`src/rtl/decode_issue.sv`:
```
// decode_issue: decodes RV32I {instr, pc} words into the execution-stage
// control bundle. Issue is strictly in order through a 2-entry skid buffer.
// The head entry drives the outputs directly.
module decode_issue #(
   parameter int unsigned XLEN          = 32,
   parameter int unsigned CNT_W         = 32,
   parameter logic [2:0]  ILLEGAL_ALUOP = 3'b111
) (
   input  logic             clk,
   input  logic             rst,
   input  logic             in_valid,
   output logic             in_ready,
   input  logic [XLEN-1:0]  in_instr,
   input  logic [XLEN-1:0]  in_pc,
   input  logic             flush,
   output logic             out_valid,
   input  logic             out_ready,
   output logic [XLEN-1:0]  address,
   output logic [XLEN-1:0]  imm_out,
   output logic [2:0]       aluop,
   output logic             alu_src,
   output logic [2:0]       fn3,
   output logic             fn7_5,
   output logic [6:0]       imm11_5,
   output logic             branch,
   output logic             mux_inp,
   output logic             illegal,
   output logic [CNT_W-1:0] issue_count
);

   typedef enum logic [6:0] {
      OP_R      = 7'b0110011,
      OP_IALU   = 7'b0010011,
      OP_LOAD   = 7'b0000011,
      OP_STORE  = 7'b0100011,
      OP_BRANCH = 7'b1100011,
      OP_JAL    = 7'b1101111,
      OP_JALR   = 7'b1100111,
      OP_LUI    = 7'b0110111,
      OP_AUIPC  = 7'b0010111
   } opcode_t;

   typedef enum logic [1:0] {
      OCC_0 = 2'd0,
      OCC_1 = 2'd1,
      OCC_2 = 2'd2
   } occ_t;

   typedef struct packed {
      logic [XLEN-1:0] pc;
      logic [XLEN-1:0] imm;
      logic [2:0]      aluop;
      logic            alu_src;
      logic [2:0]      fn3;
      logic            fn7_5;
      logic [6:0]      imm11_5;
      logic            branch;
      logic            mux_inp;
      logic            illegal;
   } bundle_t;

   occ_t             r_occ;
   bundle_t          r_head;
   bundle_t          r_skid;
   logic [CNT_W-1:0] r_cnt;

   bundle_t          w_dec;
   logic             w_accept;
   logic             w_issue;
   logic [XLEN-1:0]  w_imm_i;
   logic [XLEN-1:0]  w_imm_s;
   logic [XLEN-1:0]  w_imm_b;
   logic [XLEN-1:0]  w_imm_u;
   logic [XLEN-1:0]  w_imm_j;

   // Readiness depends only on registered occupancy, never on out_ready.
   assign in_ready  = ~rst & (r_occ != OCC_2);
   assign out_valid = (r_occ != OCC_0);
   assign w_accept  = in_valid & in_ready;
   assign w_issue   = out_valid & out_ready;

   assign w_imm_i = {{(XLEN-12){in_instr[31]}}, in_instr[31:20]};
   assign w_imm_s = {{(XLEN-12){in_instr[31]}}, in_instr[31:25], in_instr[11:7]};
   assign w_imm_b = {{(XLEN-12){in_instr[31]}}, in_instr[7], in_instr[30:25],
                     in_instr[11:8], 1'b0};
   assign w_imm_u = {{(XLEN-31){in_instr[31]}}, in_instr[30:12], 12'b0};
   assign w_imm_j = {{(XLEN-20){in_instr[31]}}, in_instr[19:12], in_instr[20],
                     in_instr[30:21], 1'b0};

   // Decode the incoming word into a control bundle before it is stored.
   always_comb begin
      w_dec         = '0;
      w_dec.pc      = in_pc;
      w_dec.fn3     = in_instr[14:12];
      w_dec.imm11_5 = in_instr[31:25];
      w_dec.alu_src = 1'b1;
      case (in_instr[6:0])
         OP_R: begin
            w_dec.aluop   = 3'b000;
            w_dec.alu_src = 1'b0;
            w_dec.fn7_5   = in_instr[30];
         end
         OP_IALU: begin
            w_dec.aluop = 3'b001;
            w_dec.imm   = w_imm_i;
            w_dec.fn7_5 = (in_instr[14:12] == 3'b101) ? in_instr[30] : 1'b0;
         end
         OP_LOAD: begin
            w_dec.aluop = 3'b010;
            w_dec.imm   = w_imm_i;
         end
         OP_STORE: begin
            w_dec.aluop = 3'b011;
            w_dec.imm   = w_imm_s;
         end
         OP_BRANCH: begin
            w_dec.aluop   = 3'b100;
            w_dec.alu_src = 1'b0;
            w_dec.imm     = w_imm_b;
            w_dec.branch  = 1'b1;
         end
         OP_JAL: begin
            w_dec.aluop = 3'b101;
            w_dec.imm   = w_imm_j;
            w_dec.fn3   = 3'b000;
         end
         OP_JALR: begin
            w_dec.aluop   = 3'b001;
            w_dec.imm     = w_imm_i;
            w_dec.mux_inp = 1'b1;
         end
         OP_LUI: begin
            w_dec.aluop = 3'b110;
            w_dec.imm   = w_imm_u;
            w_dec.fn3   = 3'b000;
         end
         OP_AUIPC: begin
            w_dec.aluop = 3'b001;
            w_dec.imm   = w_imm_u;
            w_dec.fn3   = 3'b000;
         end
         default: begin
            // Undecodable: everything but the pc is cleared.
            w_dec.fn3     = 3'b000;
            w_dec.imm11_5 = 7'b0;
            w_dec.alu_src = 1'b0;
            w_dec.aluop   = ILLEGAL_ALUOP;
            w_dec.illegal = 1'b1;
         end
      endcase
   end

   // Skid-buffer occupancy FSM, entry storage and issue counter.
   always_ff @(posedge clk) begin
      if (rst) begin
         r_occ  <= OCC_0;
         r_head <= '0;
         r_skid <= '0;
         r_cnt  <= '0;
      end else begin
         if (w_issue)
            r_cnt <= r_cnt + CNT_W'(1);
         if (flush) begin
            r_occ <= OCC_0;
         end else begin
            case (r_occ)
               OCC_0: begin
                  if (w_accept) begin
                     r_head <= w_dec;
                     r_occ  <= OCC_1;
                  end
               end
               OCC_1: begin
                  // Issue and accept together: the new word replaces the head.
                  if (w_accept && w_issue) begin
                     r_head <= w_dec;
                  end else if (w_accept) begin
                     r_skid <= w_dec;
                     r_occ  <= OCC_2;
                  end else if (w_issue) begin
                     r_occ <= OCC_0;
                  end
               end
               OCC_2: begin
                  if (w_issue) begin
                     r_head <= r_skid;
                     r_occ  <= OCC_1;
                  end
               end
               default: r_occ <= OCC_0;
            endcase
         end
      end
   end

   assign address     = r_head.pc;
   assign imm_out     = r_head.imm;
   assign aluop       = r_head.aluop;
   assign alu_src     = r_head.alu_src;
   assign fn3         = r_head.fn3;
   assign fn7_5       = r_head.fn7_5;
   assign imm11_5     = r_head.imm11_5;
   assign branch      = r_head.branch;
   assign mux_inp     = r_head.mux_inp;
   assign illegal     = r_head.illegal;
   assign issue_count = r_cnt;

endmodule

```
`config.mk`:
```
export PLATFORM = sky130hd
export DESIGN_NAME = decode_issue
export DESIGN_NICKNAME = d
export VERILOG_FILES = /design/src/rtl/decode_issue.sv
export SDC_FILE = /design/constraint.sdc
export NUM_CORES = 1
export LEC_CHECK = 0
export CAP_MARGIN = 40
export CORE_UTILIZATION = 44
export DETAILED_ROUTE_END_ITERATION = 10
export MAX_ROUTING_LAYER = met4
export PLACE_DENSITY = 0.74
export SYNTH_ARGS = -nofsm -noshare
export SYNTH_HDL_FRONTEND = slang
export SYNTH_SLANG_ARGS = --single-unit
```
`constraint.sdc`:
```
create_clock -name clk -period 2 [get_ports clk]
set_clock_uncertainty 0.15 [all_clocks]
set_input_delay 0.3 -clock clk [delete_from_list [all_inputs] [get_ports clk]]
set_output_delay 0.3 -clock clk [all_outputs]
set_load 0.02 [all_outputs]
```
# Word-level counts from Yosys, hierarchy flattened

Index checks and enable logic that the tools add are counted.

$add $sub $neg: 1
Multipliers: 0
Divide/modulo/power cells: 0
$lt $le $gt $ge: 0
Equal/unequal tests: 18
Shift operators: 0
Mux-type cells: 20
Bitwise logic cells: 6
Reduce and logical (&&, ||, !) cells: 14

Operators by type and width:

| kind                    | count |
|---|---|
| $mux W82                | 3 |
| $pmux W82 S3            | 1 |
| $pmux W32 S5            | 1 |
| $add A32 B1 Y32 const B | 1 |
| $eq A7 B6 Y1 const B    | 3 |
| $eq A7 B7 Y1 const B    | 3 |
| $pmux W3 S7             | 1 |
| $eq A7 B5 Y1 const B    | 2 |
| $mux W2                 | 5 |
| $ne A2 B2 Y1 const B    | 5 |
| $reduce_or A9 Y1        | 1 |
| $reduce_and A4 Y1       | 2 |
| $eq A7 B2 Y1 const B    | 1 |
| $mux W7                 | 1 |
| $reduce_or A7 Y1        | 1 |
| $pmux W2 S3             | 1 |
| $reduce_or A3 Y1        | 2 |
| $reduce_or A6 Y1        | 1 |
| $mux W1                 | 5 |
| $reduce_and A5 Y1       | 1 |
| $reduce_or A2 Y1        | 2 |
| $and A1 B1 Y1           | 3 |
| $eq A3 B3 Y1 const B    | 1 |
| $mux W3                 | 1 |
| other kinds (9)         | 11 |

Register bits after elaboration: 198
Bits in latches: 0
RAM bits: 0
ROM bits: 0
Input port bits: 69
Output and inout bits: 116
Logic and storage cells: 81
Memories: 0

# Depth between registers and ports, before layout

Depth after elaboration: 6
Depth in mapped cells: 8
Depth with buffers taken out: 6

# Least setup slack after synthesis

Ideal clock, no wire load.

Kind: flip-flop to flip-flop
From: register r_cnt[0] (netlist: issue_count[0])
To: register r_cnt[28] (netlist: issue_count[28])
Setup time: 0.070 ns
Arrival time: 1.836 ns
Required time: 1.780 ns
Path slack: -0.056 ns
Stages on the path, launching flop included: 7
Path buffers: 0
Period minus slack after synthesis: 2.056 ns
Cells stage by stage: dfxtp_1 > ha_1 > o211ai_2 > nor4_4 > nand2_1 > or3_1 > a21oi_1

Word-level cells in the longest chain between the ends: 1

RTL lines:

| item                     | line | text |
|---|---|---|
| start: declaration       | 65   | `logic [CNT_W-1:0] r_cnt;` |
| start signal: assignment | 162  | `r_cnt <= r_cnt + CNT_W'(1);` |
| $add A32 B1 Y32          | 162  |  |

Every way passes these cells.
A chain may end at the register's enable or synchronous reset.

# Final worst setup path

From: register r_occ[1]
To: register r_head, in the netlist fn3[1]

Word-level cells in the longest chain between the ends: 6
Elaborated cells on any way between the ends: 15
Classes of those cells: eq/ne: 6; mux: 1; bitwise: 3; reduce/logical: 5

RTL lines:

| item                               | line | text |
|---|---|---|
| start: declaration                 | 62   | `occ_t r_occ;` |
| start signal: assignment           | 156  | `r_occ <= OCC_0;` |
| start signal: assignment           | 164  | `r_occ <= OCC_0;` |
| start signal: assignment           | 170  | `r_occ <= OCC_1;` |
| $ne A2 B2 Y1                       | 77   | `assign in_ready = ~rst & (r_occ != OCC_2);` |
| $and A1 B1 Y1                      | 77   |  |
| $and A1 B1 Y1                      | 79   | `assign w_accept = in_valid & in_ready;` |
| $logic_and A1 B1 Y1                | 175  | `if (w_accept && w_issue) begin` |
| $ne A2 B2 Y1 (no source line)      | --   |  |
| $reduce_and A5 Y1 (no source line) | --   |  |
| end signal: assignment             | 169  | `r_head <= w_dec;` |
| end signal: assignment             | 176  | `r_head <= w_dec;` |
| end signal: assignment             | 186  | `r_head <= r_skid;` |
| end: declaration                   | 63   | `bundle_t r_head;` |

Several ways; a longest one is shown, not always the timed one.

==> run summary <==
For the net switching power, the log shows 2.30 mW. In this run the worst hold path is classified as primary input to register. The compound-cell area share of the yosys netlist is 18.3%, and the multi-input combinational cell area is 0.00431 mm^2. The largest family of logic cells by synthesized area was simple AND/OR/NAND/NOR gates. In this run the critical register-to-register path is launched from r_occ[1]$_SDFFE_PP0P_. After Yosys synthesis, full adders, half adders and majority gates account for 0.147% of the synthesized area. Entering global routing, the biggest net connects 89 pins.

Setup repair after global routing could not meet its margin everywhere. In this run the power density over the cells is 700 mW/mm^2. For the worst setup path, the data required time is 2.13 ns.

The cell row count is 50. The core region is 0.0188 mm^2. Summing the sequential cell areas from Yosys gives 46.4% of the chip area.

The clock net sink count is 198. Kind of end point of the critical path: a register. The total standard cell area after synthesis came out at 0.00854 mm^2. CTS placed an instance of sky130_fd_sc_hd__clkbuf_16 at the clock tree root. The layout-stage area growth over the synthesis result is 43.7%. The die is 141 um tall. Cell accounting for the most synthesized area: sky130_fd_sc_hd__dfxtp_1.

The die area came out at 0.0200 mm^2. By area the synthesized netlist is led by sky130_fd_sc_hd__dfxtp_1, sky130_fd_sc_hd__nand2_1, sky130_fd_sc_hd__nor2_1. The run finished with clean final reports. Dividing the detail-routed wire length by the instance count gives 16.6 um. The proportion of layout cells with a drive suffix above 1 was 15.9%; the worst slew slack as a fraction of its limit was 38.5%. The worst hold path passes through 3 cells. TritonCTS built the clock tree. The initial antenna violation count was 0. The net count after synthesis is 1118. The logs give 4.68 nW for the cell leakage power and 0 for the total congestion overflow after global routing. The tools report the setup-violating endpoint count in the final report as 0. The class of the most critical setup path was register to register. Via count of the routed design: 8542. The run gives 16700 um as the half-perimeter wire length after placement. The run gives 0 as the reported max-cap violation count. In the final layout, flip-flops and latches occupy 0.00397 mm^2. For this run, the share of the core covered by cells in the final layout is 65.1%. At the pin with the least slew margin, the transition time is 0.922 ns. 185 I/O pins were placed.

For this configuration, the core starts out at a cell density of 45.3%. The distinct cell type count after synthesis was 62; the critical path arrival was 2.12 ns. Once placement finished, the instance area stood at 0.0114 mm^2.

Final design instance area without fill: 0.0123 mm^2. The number of cells on the worst reg-to-reg path is 7. Along the worst path, the maximum fanout reaches 8. Across the VDD grid, the largest voltage drop is 0.589 mV. The synthesized netlist devotes 2.67% of its cell area to XOR and XNOR gates. Main flop type after synthesis: sky130_fd_sc_hd__dfxtp_1.

In this run the tool buffered the top-level ports with 184 buffer cells. Derived from the worst setup path, the maximum achievable clock frequency is 0.503 GHz. At the end of routability-driven placement, the weighted congestion stood at 0.899.

Final hold violation count: 0. The cell count after synthesis came out at 1048. After Yosys synthesis, and, or, nand and nor cells account for 27.4% of the synthesized area. The clock reaches the later pin of the worst-skew pair after 0.43 ns. The Yosys step of the flow raised 0 warnings.

The via count of the first global-routing pass was 7969; the number of enable flip-flop cells after synthesis was 0. The antenna diode instance count is 0, and the cell-internal power is 6.28 mW. The clock-pin slew on the worst setup and hold paths came out at 0.07 ns. The design draws 8.58 mW. The run gives 0 as the max-slew violation count. The tools report the beginning of the critical path as r_occ[1]$_SDFFE_PP0P_.

A synthesized cell averages 8.15 um^2. The clock passes through at most 2 buffers. The first global-routing pass estimated 40200 um of wire. The logs give 0 for the number of design rule violations left after detail routing and 1564 for the number of fill cells.

The run gives 1514 as the number of cells after detailed placement. For the final layout net count, the log shows 1352. After synthesis, the largest area contributor takes up 46.4% of total cell area. Of the total power, registers draw 47.8%. The proportion of power drawn by the clock network was 39.2%; the number of H-tree levels was 4. The kind of launch point of the worst setup path was a register. In this run, synthesis produced a sequential element count of 198. In this run the most critical hold path is launched from rst. In this run, the number of DRC markers left after iteration 0 of detailed routing was 577. The non-filler instance count after layout is 1555, and the via density per instance is 5.49.

Die outline width: 141 um. The run gives 5 as the detailed-routing iteration count for the pre-antenna-repair pass. The logs give 25800 um for the total length of routed wires and 0.0323 ns for the final hold slack. The switching part of the total power is 26.8%, and the proportion of register bits with asynchronous set or reset after synthesis is 0%. TritonCTS created 17 clock buffers. Subtracting the final worst setup slack from the clock period gives 1.99 ns. The multiplexer share of the synthesized area came out at 0.132%. In the finished design, the share of the clock period the worst path needs comes to 99.4%. Of the total power, combinational logic draws 13.0%.

The total routing resource utilization after global routing came out at 25.9%. The detail route stage leaves a number of antenna-violating nets equal to 0.
cells in the final DEF (no fill, tap or decap), types with 5 or more instances in the layout:
cell type / netlist / layout
sky130_fd_sc_hd__a2111oi_2: 10 / 11
sky130_fd_sc_hd__a211oi_1: 16 / 16
sky130_fd_sc_hd__a21oi_1: 87 / 82
sky130_fd_sc_hd__a21oi_2: 0 / 5
sky130_fd_sc_hd__a221oi_1: 14 / 12
sky130_fd_sc_hd__a22oi_1: 12 / 10
sky130_fd_sc_hd__a311oi_1: 34 / 33
sky130_fd_sc_hd__and3_1: 17 / 17
sky130_fd_sc_hd__and4_1: 5 / 5
sky130_fd_sc_hd__buf_12: 0 / 17
sky130_fd_sc_hd__buf_4: 0 / 88
sky130_fd_sc_hd__buf_6: 4 / 6
sky130_fd_sc_hd__clkbuf_16: 0 / 19
sky130_fd_sc_hd__clkdlybuf4s50_1: 0 / 171
sky130_fd_sc_hd__dfxtp_1: 198 / 193
sky130_fd_sc_hd__dlymetal6s2s_1: 0 / 7
sky130_fd_sc_hd__inv_1: 10 / 10
sky130_fd_sc_hd__nand2_1: 182 / 181
sky130_fd_sc_hd__nand3_1: 28 / 28
sky130_fd_sc_hd__nand4_1: 11 / 11
sky130_fd_sc_hd__nor2_1: 166 / 165
sky130_fd_sc_hd__nor3_1: 35 / 33
sky130_fd_sc_hd__nor3b_1: 12 / 12
sky130_fd_sc_hd__o21a_1: 6 / 6
sky130_fd_sc_hd__o21ai_0: 18 / 16
sky130_fd_sc_hd__o22ai_1: 10 / 10
sky130_fd_sc_hd__or3_1: 6 / 5
sky130_fd_sc_hd__xor2_1: 22 / 22
metrics by stage:
stage          setup TNS, ns  setup WS, ns
2_1_floorplan              0       0.00320
3_5_place_dp          -81.26        -0.711
5_1_grt               -0.170       -0.0303
6_report                   0        0.0120
4_1_cts                    0       0.00403
3_3_place_gp          -78.46        -0.710
metal layers:
| metal | wire, um | share of wire (%) | vias to the layer above | GRT usage, % |
|---|---|---|---|---|
| li1 | - | - | 4148 | - |
| met1 | 11400 | 44 | 4081 | 32.9 |
| met2 | 12600 | 49 | 287 | 43.3 |
| met3 | 1470 | 5.7 | 26 | 4.05 |
| met4 | 310 | 1.2 | 0 | 6.18 |
| met5 | 0 | 0 | - | - |
cell type report:
class	count	area share (%)
Clock inverter	14	1.14
Timing Repair Buffer	299	24.8
Clock buffer	18	3.58
Sequential cell	198	32.4
Tap cell	260	2.65
Multi-Input combinational cell	756	35.1
Inverter	10	0.306
power groups by stage:
stage / registers, mW / logic (mW) / clock network (mW)
6_report: 4.10 / 1.12 / 3.36
5_1_grt: 4.12 / 1.19 / 3.58
3_5_place_dp: 4.20 / 1.07 / 0
2_1_floorplan: 4.30 / 0.380 / 0
4_1_cts: 4.10 / 1.08 / 3.40
3_3_place_gp: 4.19 / 1.05 / 0
cell families (layout without fill, tap and decap cells):
family | after synthesis | after routing
buffers and inverters | 94 | 341
AOI/OAI and AO/OA | 224 | 224
adders and majority gates | 1 | 1
and+or+nand+nor | 504 | 504
muxes | 1 | 1
xor gates and xnor gates | 26 | 26
DFF | 198 | 198
synthesized netlist by cell type (2+ instances only):
cell,count
sky130_fd_sc_hd__a22oi_1,12
sky130_fd_sc_hd__clkbuf_2,2
sky130_fd_sc_hd__xnor2_1,4
sky130_fd_sc_hd__a311oi_1,34
sky130_fd_sc_hd__inv_1,10
sky130_fd_sc_hd__nor2b_1,6
sky130_fd_sc_hd__xor2_1,22
sky130_fd_sc_hd__and2_0,2
sky130_fd_sc_hd__nand2b_1,5
sky130_fd_sc_hd__a211oi_1,16
sky130_fd_sc_hd__nand2_1,182
sky130_fd_sc_hd__o41ai_1,2
sky130_fd_sc_hd__nand4_1,11
sky130_fd_sc_hd__nor4_4,2
sky130_fd_sc_hd__o31ai_1,2
sky130_fd_sc_hd__o2bb2ai_1,4
sky130_fd_sc_hd__buf_2,29
sky130_fd_sc_hd__dfxtp_1,198
sky130_fd_sc_hd__and4_1,5
sky130_fd_sc_hd__and2_1,2
sky130_fd_sc_hd__nor3b_1,12
sky130_fd_sc_hd__and3_1,17
sky130_fd_sc_hd__a221oi_1,14
sky130_fd_sc_hd__o21a_1,6
sky130_fd_sc_hd__nand3_1,28
sky130_fd_sc_hd__buf_6,4
sky130_fd_sc_hd__o21ai_0,18
sky130_fd_sc_hd__a2111oi_2,10
sky130_fd_sc_hd__nor4_1,5
sky130_fd_sc_hd__or2_2,2
sky130_fd_sc_hd__a21oi_1,87
sky130_fd_sc_hd__or3_1,6
sky130_fd_sc_hd__nor2_1,166
sky130_fd_sc_hd__o22ai_1,10
sky130_fd_sc_hd__clkbuf_1,49
sky130_fd_sc_hd__and3b_1,4
sky130_fd_sc_hd__nor3_1,35
flip-flops by register name (all words and copies together) (netlist names):
| signal | count |
|---|---|
| r_skid | 82 |
| address | 32 |
| imm_out | 32 |
| issue_count | 32 |
| imm11_5 | 7 |
| aluop | 3 |
| fn3 | 3 |
| r_occ | 2 |
| alu_src | 1 |
| branch | 1 |
| fn7_5 | 1 |
| illegal | 1 |
| mux_inp | 1 |
timing repair:
action,CTS,global route
hold buffers,0,0
pin swaps,2,19
cloned,2,2
buffers inserted,2,3
endpoints found under the setup margin,150,111
resized for setup,27,36
worst max-delay path: stages, from the launching register on:
cell and delay (ns):
sky130_fd_sc_hd__dfxtp_4 0.41, sky130_fd_sc_hd__buf_6 0.14, sky130_fd_sc_hd__and3b_2 0.23, sky130_fd_sc_hd__nor3_2 0.06, sky130_fd_sc_hd__or2_4 0.32, sky130_fd_sc_hd__buf_12 0.15
sky130_fd_sc_hd__a221oi_1 0.28, sky130_fd_sc_hd__nor3_1 0.09
final timing paths:
kind	end	slack, ns
max reg2reg	fn3[1]$_SDFFE_PP0P_	0.01
max	fn3[1]$_SDFFE_PP0P_	0.01
min	r_occ[1]$_SDFFE_PP0P_	0.03
min reg2reg	r_skid[1]$_SDFFE_PP0P_	0.31
(Power assumes the default switching activity.)
